### config.mk
export PLATFORM = sky130hd
export DESIGN_NAME = instr_fetch
export DESIGN_NICKNAME = d
export VERILOG_FILES = /design/src/rtl/instr_fetch_pkg.sv /design/src/rtl/pc_next_sel.sv /design/src/rtl/instr_fetch.sv
export SDC_FILE = /design/constraint.sdc
export NUM_CORES = 1
export LEC_CHECK = 0
export CORE_UTILIZATION = 50
export DETAILED_ROUTE_END_ITERATION = 12
export PLACE_DENSITY_LB_ADDON = 0.15
export SLEW_MARGIN = 20
export SYNTH_ARGS = -nofsm -noshare
export SYNTH_HDL_FRONTEND = slang
export SYNTH_SLANG_ARGS = --single-unit
### constraint.sdc
create_clock -name clk_i -period 8.7 [get_ports clk_i]
set_clock_uncertainty 0.15 [all_clocks]
set_input_delay 1.74 -clock clk_i [delete_from_list [all_inputs] [get_ports clk_i]]
set_output_delay 1.74 -clock clk_i [all_outputs]
set_load 0.005 [all_outputs]
### src/rtl/instr_fetch_pkg.sv
// Shared definitions for the instruction-fetch stage: decoder jump codes,
// the NOP encoding, the fetch FSM states and the IF/ID register layout.
package instr_fetch_pkg;

  localparam logic [1:0] JUMP_J   = 2'b00;
  localparam logic [1:0] JUMP_SEQ = 2'b01;
  localparam logic [1:0] JUMP_JR  = 2'b10;

  localparam logic [31:0] NOP = 32'h0;

  typedef enum logic [1:0] {
    BOOT = 2'd0,
    RUN  = 2'd1,
    HOLD = 2'd2
  } state_t;

  typedef struct packed {
    logic [31:0] instr;
    logic [31:0] pc_plus4;
    logic        valid;
  } ifid_t;

  localparam ifid_t BUBBLE = '{instr: NOP, pc_plus4: 32'h0, valid: 1'b0};

endpackage

### src/rtl/pc_next_sel.sv
// Combinational next-PC selection: sequential PC+4 plus the prioritised
// redirect target (j/jal, then jr, then taken branch).
module pc_next_sel
  import instr_fetch_pkg::*;
(
  input  logic [31:0] pc,
  input  logic [1:0]  jump,
  input  logic        branch_taken,
  input  logic [29:0] branch_word,
  input  logic [29:0] jr_word,
  input  logic [25:0] jump_index,
  input  logic [3:0]  pc_region,
  output logic [31:0] seq_pc,
  output logic [31:0] redirect_pc,
  output logic        redirect_req
);

  // PC+4 wraps naturally in 32 bits: 32'hFFFF_FFFC + 4 -> 32'h0.
  assign seq_pc = pc + 32'd4;

  always_comb begin
    // NOTE: every output of a combinational block gets a default first, so
    // no path through the case leaves it unassigned and infers a latch.
    redirect_pc  = seq_pc;
    redirect_req = 1'b0;
    case (jump)
      JUMP_J: begin
        redirect_pc  = {pc_region, jump_index, 2'b00};
        redirect_req = 1'b1;
      end
      JUMP_JR: begin
        redirect_pc  = {jr_word, 2'b00};
        redirect_req = 1'b1;
      end
      JUMP_SEQ, 2'b11: begin
        if (branch_taken) begin
          redirect_pc  = {branch_word, 2'b00};
          redirect_req = 1'b1;
        end
      end
    endcase
  end

endmodule

### src/rtl/instr_fetch.sv
// Instruction-fetch stage: PC register, IF/ID pipeline register, BOOT/RUN/HOLD
// control FSM and a counter of valid instructions delivered to decode.
module instr_fetch
  import instr_fetch_pkg::*;
(
  input  logic        clk_i,
  input  logic        rst_i,
  input  logic        stall_i,
  input  logic        flush_i,
  input  logic [1:0]  jump_i,
  input  logic        branch_taken_i,
  input  logic [31:0] branch_target_i,
  input  logic [31:0] jr_target_i,
  input  logic [31:0] imem_data_i,
  output logic [31:0] imem_addr_o,
  output logic [31:0] instr_o,
  output logic [31:0] pc_plus4_o,
  output logic        valid_o,
  output logic [31:0] fetch_cnt_o
);

  state_t      state_q;
  logic [31:0] pc_q;
  logic [31:0] cnt_q;
  ifid_t       ifid_q;

  logic [31:0] seq_pc;
  logic [31:0] redirect_pc;
  logic        redirect_req;
  logic        take_redirect;
  logic        unused_addr_bits;

  // Targets are forced word-aligned, so their low two bits never matter.
  assign unused_addr_bits = ^{branch_target_i[1:0], jr_target_i[1:0]};

  pc_next_sel u_pc_next_sel (
    .pc           (pc_q),
    .jump         (jump_i),
    .branch_taken (branch_taken_i),
    .branch_word  (branch_target_i[31:2]),
    .jr_word      (jr_target_i[31:2]),
    .jump_index   (ifid_q.instr[25:0]),
    .pc_region    (ifid_q.pc_plus4[31:28]),
    .seq_pc       (seq_pc),
    .redirect_pc  (redirect_pc),
    .redirect_req (redirect_req)
  );

  // Redirect decoding comes from the instruction in IF/ID, so it is only
  // trustworthy when that instruction is real and decode is not stalled.
  assign take_redirect = ifid_q.valid && !stall_i && redirect_req;

  always_ff @(posedge clk_i or posedge rst_i) begin
    // NOTE: sequential state uses non-blocking assignments so every register
    // samples pre-edge values regardless of statement order.
    if (rst_i) begin
      state_q <= BOOT;
      pc_q    <= 32'h0;
      ifid_q  <= BUBBLE;
      cnt_q   <= 32'h0;
    end else begin
      case (state_q)
        BOOT: begin
          state_q <= RUN;
          pc_q    <= 32'h0;
          ifid_q  <= BUBBLE;
        end
        RUN, HOLD: begin
          state_q <= (stall_i && !flush_i) ? HOLD : RUN;
          if (flush_i) begin
            ifid_q <= BUBBLE;
            if (take_redirect) pc_q <= redirect_pc;
          end else if (stall_i) begin
            pc_q   <= pc_q;
            ifid_q <= ifid_q;
          end else if (take_redirect) begin
            pc_q   <= redirect_pc;
            ifid_q <= BUBBLE;
          end else begin
            pc_q   <= seq_pc;
            ifid_q <= '{instr: imem_data_i, pc_plus4: seq_pc, valid: 1'b1};
            cnt_q  <= cnt_q + 32'd1;
          end
        end
        default: state_q <= BOOT;
      endcase
    end
  end

  assign imem_addr_o = pc_q;
  assign instr_o     = ifid_q.instr;
  assign pc_plus4_o  = ifid_q.pc_plus4;
  assign valid_o     = ifid_q.valid;
  assign fetch_cnt_o = cnt_q;

endmodule

==> metrics.yaml, run 1 <==
outcome: "finished clean"
synth_area_leaders: "dfrtp_1, o21ai_0, a22o_1, xnor2_1, nand2_1"
wl_met2_mm: 10.1
nets: 1000
ios: 232
via_count: 6267
area_growth_pct: 44.2
p_clk_share_pct: 30.7
drt-initial-drc-count: 530
crit_start: "jump_i[0]"
power_frac_comb_pct: 33.1
wl_met1_mm: 8.36
fin_tns_setup_ns: 0
cts_buffers: 17
top_layer: "met4"
setup_viol: 0
power_mw: 2.45
hold_viol: 0
end_kind: "flip-flop"
gp_congestion: 0.930
hold_buffers: 0
initial_core_util_pct: 51.2
start_kind: "primary input"
routed_wl_mm: 20.5
syn_nets: 791
hp-start: "fetch_cnt_o[31]$_DFFE_PP0P_"
worstPathMaxFanout: 44
grt_usage_pct: 30.5
antenna_found_initial: 0
finalCritPeriodShare_pct: 50.3
synth_edf_count: 0
clk_pin_slew_ns: 0.06
hp-class: "reg -> reg"
max_stage_delay_ns: 0.72
layout-drive-gt1-share_pct: 8.06
synth_area_mm2: 0.00675
cts_root_buf: "clkbuf_16"
die_area_mm2: 0.0140
fmax_mhz: 229
p_sw_share_pct: 33.4
cellPowerDensity_mw_per_mm2: 251
r2r-start: "state_q[0]$_DFF_PP0_"
dp_hpwl_mm: 14.6
synth_seq_cells: 131
core_mm2: 0.0132
cp_slowest_cell: "a21oi_1"
yosysTopAreaCellShare_pct: 48.6
clock_latency_ns: 0.42
dieWidth_um: 118
yosys.cell_types.count: 53
ys.flop_type: "dfrtp_1"
rrSetupSlack_ns: 5.81
finalCriticalPeriod_ns: 4.38
crit_chain: "clkdlybuf4s50_1 > buf_4 > nand2b_1 > nand2_1 > a21oi_1 > a21oi_1 > buf_4 > a221o_1"
vdd_drop_max_uv: 135
syn_inst: 684
synth_area_per_cell_um2: 9.87
diodes: 0
tritoncts: "done"
die_y_um: 118
cellLeakagePower_nw: 4.09
crit_required_ns: 8.85
clkSinkCount: 131
ant_nets: 0
drc: 0
p_int_mw: 1.63
pwr-share-seq_pct: 36.2
rsz0062_at_grt: "no"
grt_max_degree: 75
grt.overflow.total: 0
synth_top_area_cell: "dfrtp_1"
cts_buffer_depth: 2
synth_warnings: 0
postCtsResizedCells: 0
p_switching_uw: 818
drtPass1Iterations: 5
fp-row-count: 42
slew_violations: 0
max_slew.worst_pin.slew_ns: 1.02
seq_area_frac_synth_pct: 48.6
htreeDepth: 4
wl_met3_mm: 1.58
wl_per_cell_um: 18.9
cap_violations: 0
viasPerCell: 5.79
synth-async-reset-ratio_pct: 100
slew_headroom_pct: 31.0
port_buffers: 227
grt_pass1_vias: 6359
grt_pass1_wl_mm: 33.1
cts_setup_buffers: 0
critical_path_class: "in -> reg"
cp.arrival_ns: 4.53
final timing paths:
kind / to / cells after the start
worst min register to register: fetch_cnt_o[31]$_DFFE_PP0P_ / 1
worst min-delay path: fetch_cnt_o[31]$_DFFE_PP0P_ / 1
max in group asynchronous: instr_o[3]$_DFFE_PP0P_ / 3
worst max register to register: imem_addr_o[23]$_DFFE_PP0P_ / 7
min in group asynchronous: pc_plus4_o[16]$_DFFE_PP0P_ / 2
worst max-delay path: imem_addr_o[23]$_DFFE_PP0P_ / 8
power groups by stage:
stage	Sequential (mW)	Clock, mW	Combinational, mW
floorplan	0.858	0	0.396
global placement	0.880	0	0.781
detailed placement	0.889	0	0.801
CTS	0.883	0.756	0.807
global route	0.904	0.786	0.873
finish	0.885	0.751	0.810
stage by stage:
stage	cell area (µm²)	worst slack [ns]	instances	hold WS, ns	util, %
floorplan	6750	3.31	684	0.315	-
global placement	9110	4.06	1050	0.307	69.1
detailed placement	9110	4.01	1050	0.307	69.1
CTS	9730	4.42	1082	0.319	73.8
global route	9730	4.17	1082	0.348	73.8
finish	9730	4.32	1082	0.312	73.8
routing by layer:
metal	vias up	GRT usage, %
li1	2872	-
met1	3049	37.9
met2	307	50.9
met3	39	7.53
met4	0	12.3
met5	-	0
critical path: cells and delay by family:
kind	cells	cell delay, ns
AOI/OAI and AO/OA	3	1.43
buffers and inverters	3	0.99
and+or+nand+nor	2	0.35
cell families after synthesis:
logic type / Yosys count / share of synthesized area, %
AND/OR/NAND/NOR: 200 / 15.5
AO/OA/AOI/OAI: 206 / 19.9
flip-flops: 131 / 48.6
XOR/XNOR: 57 / 7.40
buffers and inverters: 59 / 3.63
multiplexers: 27 / 4.32
adder cells (fa/ha/maj): 4 / 0.741
Yosys cell counts (2+ instances only):
cell and instances:
clkbuf_1 31, o22ai_1 13, nand3_1 24, or4_4 2
buf_2 4, or4_1 3, nor2b_1 5, xnor2_1 41
a22o_1 41, buf_6 2, xor2_1 16, nand2b_1 5
o2bb2ai_1 6, or3_1 2, ha_1 4, a21o_1 12
a22oi_1 4, nor3_2 2, mux2i_1 10, o22a_1 5
nor3_1 7, o311ai_0 3, inv_1 16, nor2_1 32
nor3_4 2, a221o_1 4, nand2_1 81, and3_1 8
o21ai_0 75, buf_1 5, and4_1 7, a21oi_1 34
mux2_2 17, nor4_1 3, nand4_1 8, nor4_4 2
or2_2 2, dfrtp_1 131
cells in the final DEF, fill, tap and decap left out, types with 8 or more instances in the layout:
cell               n
a21o_1            11
a21oi_1           34
a22o_1            41
and3_1             8
clkbuf_16         17
clkdlybuf4s50_1  226
dfrtp_1          131
inv_1             15
mux2_2            17
mux2i_1           10
nand2_1           81
nand3_1           24
nand4_1            8
nor2_1            31
o21ai_0           75
o22ai_1           13
xnor2_1           41
xor2_1            16
registers in the layout, summed over array words and instances, names as in the netlist:
signal,cells
valid_o,1
imem_addr_o,32
fetch_cnt_o,32
pc_plus4_o,32
instr_o,32
state_q,2
layout make-up:
| type | instances | area, µm² |
|---|---|---|
| clock buffers | 23 | 498 |
| clock inverters | 9 | 125 |
| fillers | 967 | 3460 |
| inverters | 16 | 65.1 |
| multi-input cells | 494 | 3240 |
| flip-flops and latches | 131 | 3280 |
| well taps | 176 | 220 |
| repair buffers | 233 | 2310 |
(Power assumes the default switching activity.)
==> run 2: changes to the inputs <==
CORE_UTILIZATION = 46   (was 50)
clock period = 4.3 ns   (was 8.7 ns; I/O delays follow)
==> run 2 against run 1 <==
Register-to-register slack got worse by 4.2 ns. Clock power up 120%. Via count decreased by 1.5%. Cell area is 1.2% higher. Cell count is 0.74% higher. Sequential power increased by 100%. Combinational power up 100%. Die area rose by 8.5%. Setup slack lost 3.1 ns. Non-clock buffer count up 4. Critical endpoint is now fetch_cnt_o[26]$_DFFE_PP0P_. Total power rose by 110%.
==> metrics.yaml, run 2 (synthesized netlist as in run 1, its figures left out) <==
outcome: "finished clean"
cp_slowest_cell: "or3_1"
layout-drive-gt1-share_pct: 8.35
cts_buffer_depth: 2
utilization_pct: 69.9
core_mm2: 0.0141
routed_wl_mm: 20.2
worst_slack_ns: 1.24
crit_required_ns: 4.45
max_stage_delay_ns: 0.51
power_mw: 5.12
finalCritPeriodShare_pct: 71.1
drtPass1Iterations: 5
end_kind: "flip-flop"
clk_pin_slew_ns: 0.06
pwr-share-seq_pct: 34.9
grt_pass1_wl_mm: 31.8
cts_setup_buffers: 0
final_area_mm2: 0.00986
multi_input_area_mm2: 0.00324
grt_pass1_vias: 6019
ios: 232
hp-start: "fetch_cnt_o[31]$_DFFE_PP0P_"
tritoncts: "done"
port_buffers: 227
drc: 0
fill_cells: 1096
cts_buffers: 17
min_to: "fetch_cnt_o[31]$_DFFE_PP0P_"
diodes: 0
wl_per_cell_um: 18.5
p_clk_share_pct: 32.7
cp.arrival_ns: 3.21
crit_chain: "clkdlybuf4s50_1 > nand2b_1 > a211o_1 > or3_1 > nor3_2 > nand4_1 > xnor2_1"
antenna_found_initial: 0
cts_root_buf: "clkbuf_16"
cellLeakagePower_nw: 4.14
worstRegToRegCells: 8
r2r-start: "state_q[0]$_DFF_PP0_"
hold-worst-slack_ns: 0.312
area_growth_pct: 46.0
worstPathMaxFanout: 9
clkSinkCount: 131
die_area_mm2: 0.0152
hold_viol: 0
hp-class: "reg -> reg"
post-place-ws_ns: 0.816
start_kind: "primary input"
hold_buffers: 0
mostFrequentLayoutCells: "clkdlybuf4s50_1, dfrtp_1, nand2_1"
drt-initial-drc-count: 475
power_frac_comb_pct: 32.4
postCtsResizedCells: 0
ant_nets: 0
die_y_um: 123
fp-row-count: 43
slew_violations: 0
grt.overflow.total: 0
grt_max_degree: 103
holdPathStages: 1
initial_core_util_pct: 47.9
fmax_mhz: 327
finalCriticalPeriod_ns: 3.06
cap_violations: 0
nets: 1004
post_layout_nonfiller_instances: 1090
htreeDepth: 4
placed_area_mm2: 0.00917
p_sw_share_pct: 31.8
slew_headroom_pct: 28.4
dp_hpwl_mm: 14.6
rrSetupSlack_ns: 1.58
critical_path_class: "in -> reg"
p_switching_mw: 1.63
max_slew.worst_pin.slew_ns: 1.06
gp_congestion: 0.879
dieWidth_um: 123
grt_usage_pct: 27.6
mostFrequentLayoutCell: "clkdlybuf4s50_1"
rr_endpoint: "fetch_cnt_o[26]$_DFFE_PP0P_"
vdd_drop_max_uv: 351
cellPowerDensity_mw_per_mm2: 519
via_count: 6176
rsz0062_at_grt: "no"
fin_tns_setup_ns: 0
p_int_mw: 3.49
ff_latch_area_mm2: 0.00328
dp.cells: 1058
setup_viol: 0
viasPerCell: 5.67
clock_latency_ns: 0.42
-- run 2: cell count changes in the layout (fill, tap and decap cells not counted), sizes merged --
cell	before	now
bufinv	3	6
buf	7	11
inv	16	15
clkinv	4	2
-- run 2: worst max path at each step --
| stage | start | to | slack, ns |
|---|---|---|---|
| 6_report | branch_taken_i | fetch_cnt_o[26]$_DFFE_PP0P_ | 1.24 |
| 5_1_grt | branch_taken_i | fetch_cnt_o[26]$_DFFE_PP0P_ | 1.09 |
| 4_1_cts | branch_taken_i | fetch_cnt_o[26]$_DFFE_PP0P_ | 1.25 |
| 3_5_place_dp | branch_taken_i | fetch_cnt_o[26]$_DFFE_PP0P_ | 0.82 |
| 3_3_place_gp | branch_taken_i | fetch_cnt_o[26]$_DFFE_PP0P_ | 0.88 |
| 2_1_floorplan | jump_i[0] | fetch_cnt_o[26]$_DFFE_PP0P_ | 1.65 |
-- run 2: critical path, delay by kind of cell --
kind | cells | cell delay [ns]
simple gates | 4 | 1.27
xor+xnor | 1 | 0.15
buf+inv | 1 | 0.44
compound gates | 1 | 0.48
-- run 2: power by group through the flow --
| stage | combinational [mW] | clock, mW | sequential (mW) |
|---|---|---|---|
| finish | 1.66 | 1.67 | 1.79 |
| global route | 1.79 | 1.75 | 1.83 |
| detailed placement | 1.65 | 0 | 1.80 |
| CTS | 1.66 | 1.69 | 1.78 |
| floorplan | 0.802 | 0 | 1.74 |
| global placement | 1.62 | 0 | 1.78 |
-- run 2: area by class of cell --
type                            count  area share [%]
Clock inverter                      9            2.01
Timing Repair Buffer              237            24.0
Inverter                           16           0.647
Sequential cell                   131            33.3
Clock buffer                       23            4.95
Tap cell                          180            2.29
Multi-Input combinational cell    494            32.8
-- run 2: routing by layer --
layer / part of all wire (%) / global-route usage [%] / wire, µm
met1: 42 / 35.8 / 8570
met2: 48 / 44.7 / 9630
met3: 8.3 / 8.03 / 1680
met4: 1.5 / 7.91 / 294
met5: 0 / 0 / 0
==> run 3: changes to the inputs <==
clock period = 3.1 ns   (was 4.3 ns; I/O delays follow)
==> run 3 against run 2 <==
Combinational power increased by 39%. Register-to-register slack got worse by 1.0 ns. Cell area decreased by 0.42%. Hold slack improved by 0.0089 ns. Routed wire length increased by 0.57%. Clock power increased by 14%. Via count increased by 0.94%. Critical endpoint unchanged. Highest routed layer unchanged.
==> metrics.yaml, run 3 (synthesized netlist as in run 1, its figures left out) <==
p_switching_mw: 2.22
cp_slowest_cell: "or3_1"
mostFrequentLayoutCell: "clkdlybuf4s50_1"
hold_viol: 0
vdd_drop_max_uv: 442
die_y_um: 123
finalCriticalPeriod_ns: 2.55
critical_path_class: "reg -> reg"
cellPowerDensity_mw_per_mm2: 681
postCtsResizedCells: 0
wl_per_cell_um: 18.5
crit_chain: "inv_1 > ha_1 > nand2b_1 > a211o_1 > or3_1 > nor3_2 > nand4_1 > xnor2_1"
nets: 1014
outcome: "finished clean"
mostFrequentLayoutCells: "clkdlybuf4s50_1, dfrtp_1, nand2_1"
fp-row-count: 43
cellLeakagePower_nw: 4.13
p_sw_share_pct: 33.2
initial_core_util_pct: 47.9
gp_congestion: 0.891
routed_wl_mm: 20.3
core_mm2: 0.0141
grt_pass1_vias: 6075
setup_viol: 0
post-place-ws_ns: 0.140
cts_buffer_depth: 2
die_area_mm2: 0.0152
p_int_mw: 4.46
clkSinkCount: 131
cts_buffers: 17
hp-class: "reg -> reg"
viasPerCell: 5.68
clk_pin_slew_ns: 0.06
p_clk_share_pct: 28.4
layout-drive-gt1-share_pct: 8.93
slew_headroom_pct: 35.4
ff_latch_area_mm2: 0.00328
cap_violations: 0
cp_top_family: "simple AND/OR/NAND/NOR gates"
dieWidth_um: 123
start_kind: "flip-flop"
worst_slack_ns: 0.549
end_kind: "flip-flop"
port_buffers: 227
dp_hpwl_mm: 15.2
multi_input_area_mm2: 0.00324
hp-start: "fetch_cnt_o[31]$_DFFE_PP0P_"
r2r-start: "state_q[0]$_DFF_PP0_"
ant_nets: 0
final_area_mm2: 0.00981
via_count: 6234
power_frac_comb_pct: 34.5
rsz0062_at_grt: "no"
crit_required_ns: 3.25
antenna_found_initial: 0
htreeDepth: 4
diodes: 0
max_slew.worst_pin.slew_ns: 0.959
drt-initial-drc-count: 443
clock_latency_ns: 0.42
grt_max_degree: 68
cts_root_buf: "clkbuf_16"
crit_buf_inv: 1
finalCritPeriodShare_pct: 82.3
dp.cells: 1068
hold-worst-slack_ns: 0.321
tritoncts: "done"
area_growth_pct: 45.4
fill_cells: 1052
placed_area_mm2: 0.00926
ios: 232
fmax_mhz: 392
cp.arrival_ns: 2.71
crit_start: "state_q[0]$_DFF_PP0_"
hold_buffers: 0
worstPathMaxFanout: 5
fin_tns_setup_ns: 0
drtPass1Iterations: 5
post_layout_nonfiller_instances: 1098
grt_usage_pct: 27.6
grt.overflow.total: 0
pwr-share-seq_pct: 37.1
max_stage_delay_ns: 0.47
drc: 0
slew_violations: 0
grt_pass1_wl_mm: 31.9
cts_setup_buffers: 0
[run 3: cell count changes in the layout (fill, tap and decap cells not counted), sizes merged]
cell	delta
buf	+10
bufinv	-5
clkbuf	+3
[run 3: final cells by class]
cell class / instances / share of cell area [%]
flip-flops and latches: 131 / 33.4
multi-input cells: 494 / 33.0
repair buffers: 247 / 25.0
clock buffers: 26 / 5.19
well taps: 180 / 2.29
inverters: 16 / 0.650
clock inverters: 4 / 0.484
[run 3: layer usage]
metal  part of all wire [%]  wire length [µm]  track usage (%)  vias up
met1                     42              8420             35.7     3009
met3                    9.0              1830             8.76       15
met5                      0                 0                0        -
li1                       -                 -                -     2908
met4                    1.1               229             7.15        0
met2                     48              9810             44.6      302
[run 3: per-stage QoR]
stage / total power, mW / utilization (%)
floorplan: 3.52 / -
global placement: 4.73 / 65.7
detailed placement: 4.80 / 65.7
CTS: 6.72 / 69.6
global route: 7.03 / 69.6
finish: 6.68 / 69.6
[run 3: worst paths after layout]
| kind | to | slack, ns | cells past startpoint |
|---|---|---|---|
| setup / recovery | fetch_cnt_o[26]$_DFFE_PP0P_ | 0.55 | 8 |
| hold / removal | fetch_cnt_o[31]$_DFFE_PP0P_ | 0.32 | 1 |
| setup reg to reg | fetch_cnt_o[26]$_DFFE_PP0P_ | 0.55 | 8 |
| hold reg to reg | fetch_cnt_o[31]$_DFFE_PP0P_ | 0.32 | 1 |
| max in group asynchronous | fetch_cnt_o[27]$_DFFE_PP0P_ | 1.75 | 3 |
| min in group asynchronous | pc_plus4_o[2]$_DFFE_PP0P_ | 0.39 | 2 |
[run 3: power groups by stage]
stage | Sequential [mW] | Clock, mW | Combinational (mW)
2_1_floorplan | 2.41 | 0 | 1.11
3_3_place_gp | 2.48 | 0 | 2.26
3_5_place_dp | 2.50 | 0 | 2.30
4_1_cts | 2.48 | 1.92 | 2.32
5_1_grt | 2.53 | 1.99 | 2.50
6_report | 2.48 | 1.90 | 2.31
==> variant, RTL diff (config.mk and constraints of run 2) <==
Make the reset (`rst_i`) synchronous in one clocked block.
--- a/src/rtl/instr_fetch.sv
+++ b/src/rtl/instr_fetch.sv
@@ -50,7 +50,7 @@
   // trustworthy when that instruction is real and decode is not stalled.
   assign take_redirect = ifid_q.valid && !stall_i && redirect_req;
 
-  always_ff @(posedge clk_i or posedge rst_i) begin
+  always_ff @(posedge clk_i) begin
     // NOTE: sequential state uses non-blocking assignments so every register
     // samples pre-edge values regardless of statement order.
     if (rst_i) begin
Formal check against the unedited RTL: differs if rst_i is asserted again (counterexample within 4 cycles, from zero or initial values and one cycle with rst_i high); with rst_i held inactive, the same outputs for 4 cycles.
==> variant against run 2 <==
Worst hold slack got worse by 21 ps; routed wire length increased by 2.1%; cell area decreased by 4.8%; sequential cell count unchanged; core utilization increased by 0.34 points; non-clock buffer count increased by 2; register-to-register slack got worse by 210 ps; via count increased by 7.0%; worst setup slack got worse by 80 ps; global-route usage increased by 2.0 points; die area decreased by 5.6%; area after synthesis decreased by 5.7%; critical path type unchanged; highest routed layer unchanged.
Power is not compared: it rests on default switching activity, and its combinational part moved more than twofold at a synthesized area within 25%.
==> variant: results (changes against run 2) <==
Power
  – Leak: ~3.3 nW
  – Sequential group power: approximately 0.0013 W
  – Final Power: about 0.0031 W
  – Switching share of power: a little under a quarter

Run status
  – Status: finished clean

Yosys
  – Sequential fraction of the synthesis area: 41.2% (-7.4 points)
  – Netlist cell types: 63 (+19%)
  – Post-synth top flop: dfxtp_1
  – Top cells by area, synth: dfxtp_1 41%, a22o_1 5.5%, o21ai_0 4.6%
  – Post-synth top cells: 131 x dfxtp_1, 66 x nand2_1, 58 x o21ai_0
  – Ys async rst share: 0% (-100 points)
  – Syn Nets: 838 (+5.9%)

Global route
  – GRT Util Overall: 29.5% (+2.0 points)
  – Met2 Resource Use GR: 48.6% (+3.9 points)
  – Met3 Usage GRT: 7.56% (-0.47 points)
  – Vias in the first global route: 6479 (+7.6%)
  – Global-route wire length before repair: 33.1 mm (+4.1%)
  – M1 GR Usage: 35.4% (-0.37 points)
  – Largest net degree at the start of global routing: 50 (-51%)

Route
  – Routed WL: 20.6 mm (+2.1%)
  – Via Count: 6606 (+7.0%)
  – TritonRoute pass-1 iters: 6 (+1)
  – DR iter-0 viols: 556 (+17%)

CTS
  – H-Tree Depth: 4 (unchanged)
  – Root buf cell: clkbuf_16
  – Reg clk slew, reported paths: 60 ps (about the same)
  – Post-CTS Setup Repair Bufs: 0 (unchanged)

Worst hold path
  – Hold depth: 2 (+1)
  – Hold EP: pc_plus4_o[19]
  – Hold_sp: pc_plus4_o[19]

Worst setup path
  – CP max stage cell: clkdlybuf4s50_1
  – Max incr delay on CP: 570 ps (+60 ps)
  – Data arrival, critical path: 3300 ps (+90 ps)
  – Reg2reg start: state_q[1]
  – Worst Reg-to-Reg Cells: 7 (-1)
  – Reg2reg end: pc_plus4_o[22]
  – Largest fanout on the critical path: 31 (+22)
  – Worst R2R Setup Slack: 1370 ps (-210 ps)

Placed design
  – I/O Buffers: 227 (unchanged)
  – GP Congestion: 0.901 (+2.5%)
  – Post-DP HPWL: 15.1 mm (+3.8%)

STA
  – Max transition margin: 42.0% (+14 points)

Final layout
  – Nets: 1050 (+4.6%)
  – Share of post-route cells with drive strength above 1: 8.47% (+0.12 points)
==> variant: metrics by stage <==
step                cell area (um^2)  hold slack (ps)  util [%]  cells  worst slack (ps)
CTS                             9380              293      70.3   1132              1220
detailed placement              8760              286      65.6   1100               785
global placement                8760              278      65.6   1100               819
global route                    9380              313      70.3   1132               996
floorplan                       6360              285         -    731              1800
finish                          9380              292      70.3   1132              1160
==> variant: area by class of cell <==
| type | instances | area (um^2) |
|---|---|---|
| clock buffer | 24 | 492 |
| clock inverter | 8 | 124 |
| fill | 1054 | 3970 |
| inverter | 18 | 67.6 |
| multi-input combinational | 536 | 3490 |
| sequential | 131 | 2620 |
| tap | 176 | 220 |
| timing repair buffer | 239 | 2360 |
==> variant: metal layers <==
metal	part of all wire [%]	vias to the layer above	routed length, um
met3	6.9	69	1430
met5	0	-	0
met1	41	3114	8390
met2	48	306	9930
met4	4.1	0	855
li1	-	3117	-
==> variant: worst max-delay path by stage <==
stage                          from              to  cells past startpoint
after floorplan           jump_i[0]  imem_addr_o[5]                      8
after global placement    jump_i[0]  imem_addr_o[7]                      7
after detailed placement    flush_i  pc_plus4_o[11]                      5
after CTS                   flush_i  pc_plus4_o[22]                      6
after global routing      jump_i[0]  imem_addr_o[7]                      7
final                     jump_i[0]  imem_addr_o[7]                      7
==> variant: kinds of logic after synthesis <==
kind of cell / after synthesis / share of synthesized area (%)
and+or+nand+nor: 243 / 19.9
AOI/OAI and AO/OA: 213 / 22.6
DFF: 131 / 41.2
buffers and inverters: 64 / 4.07
xor gates and xnor gates: 48 / 6.61
muxes: 28 / 4.88
adders and majority gates: 4 / 0.787
==> variant: critical path: cells and delay by family <==
| kind | cells | cell delay [ps] |
|---|---|---|
| simple gates | 1 | 540 |
| buf+inv | 2 | 910 |
| compound gates | 4 | 990 |
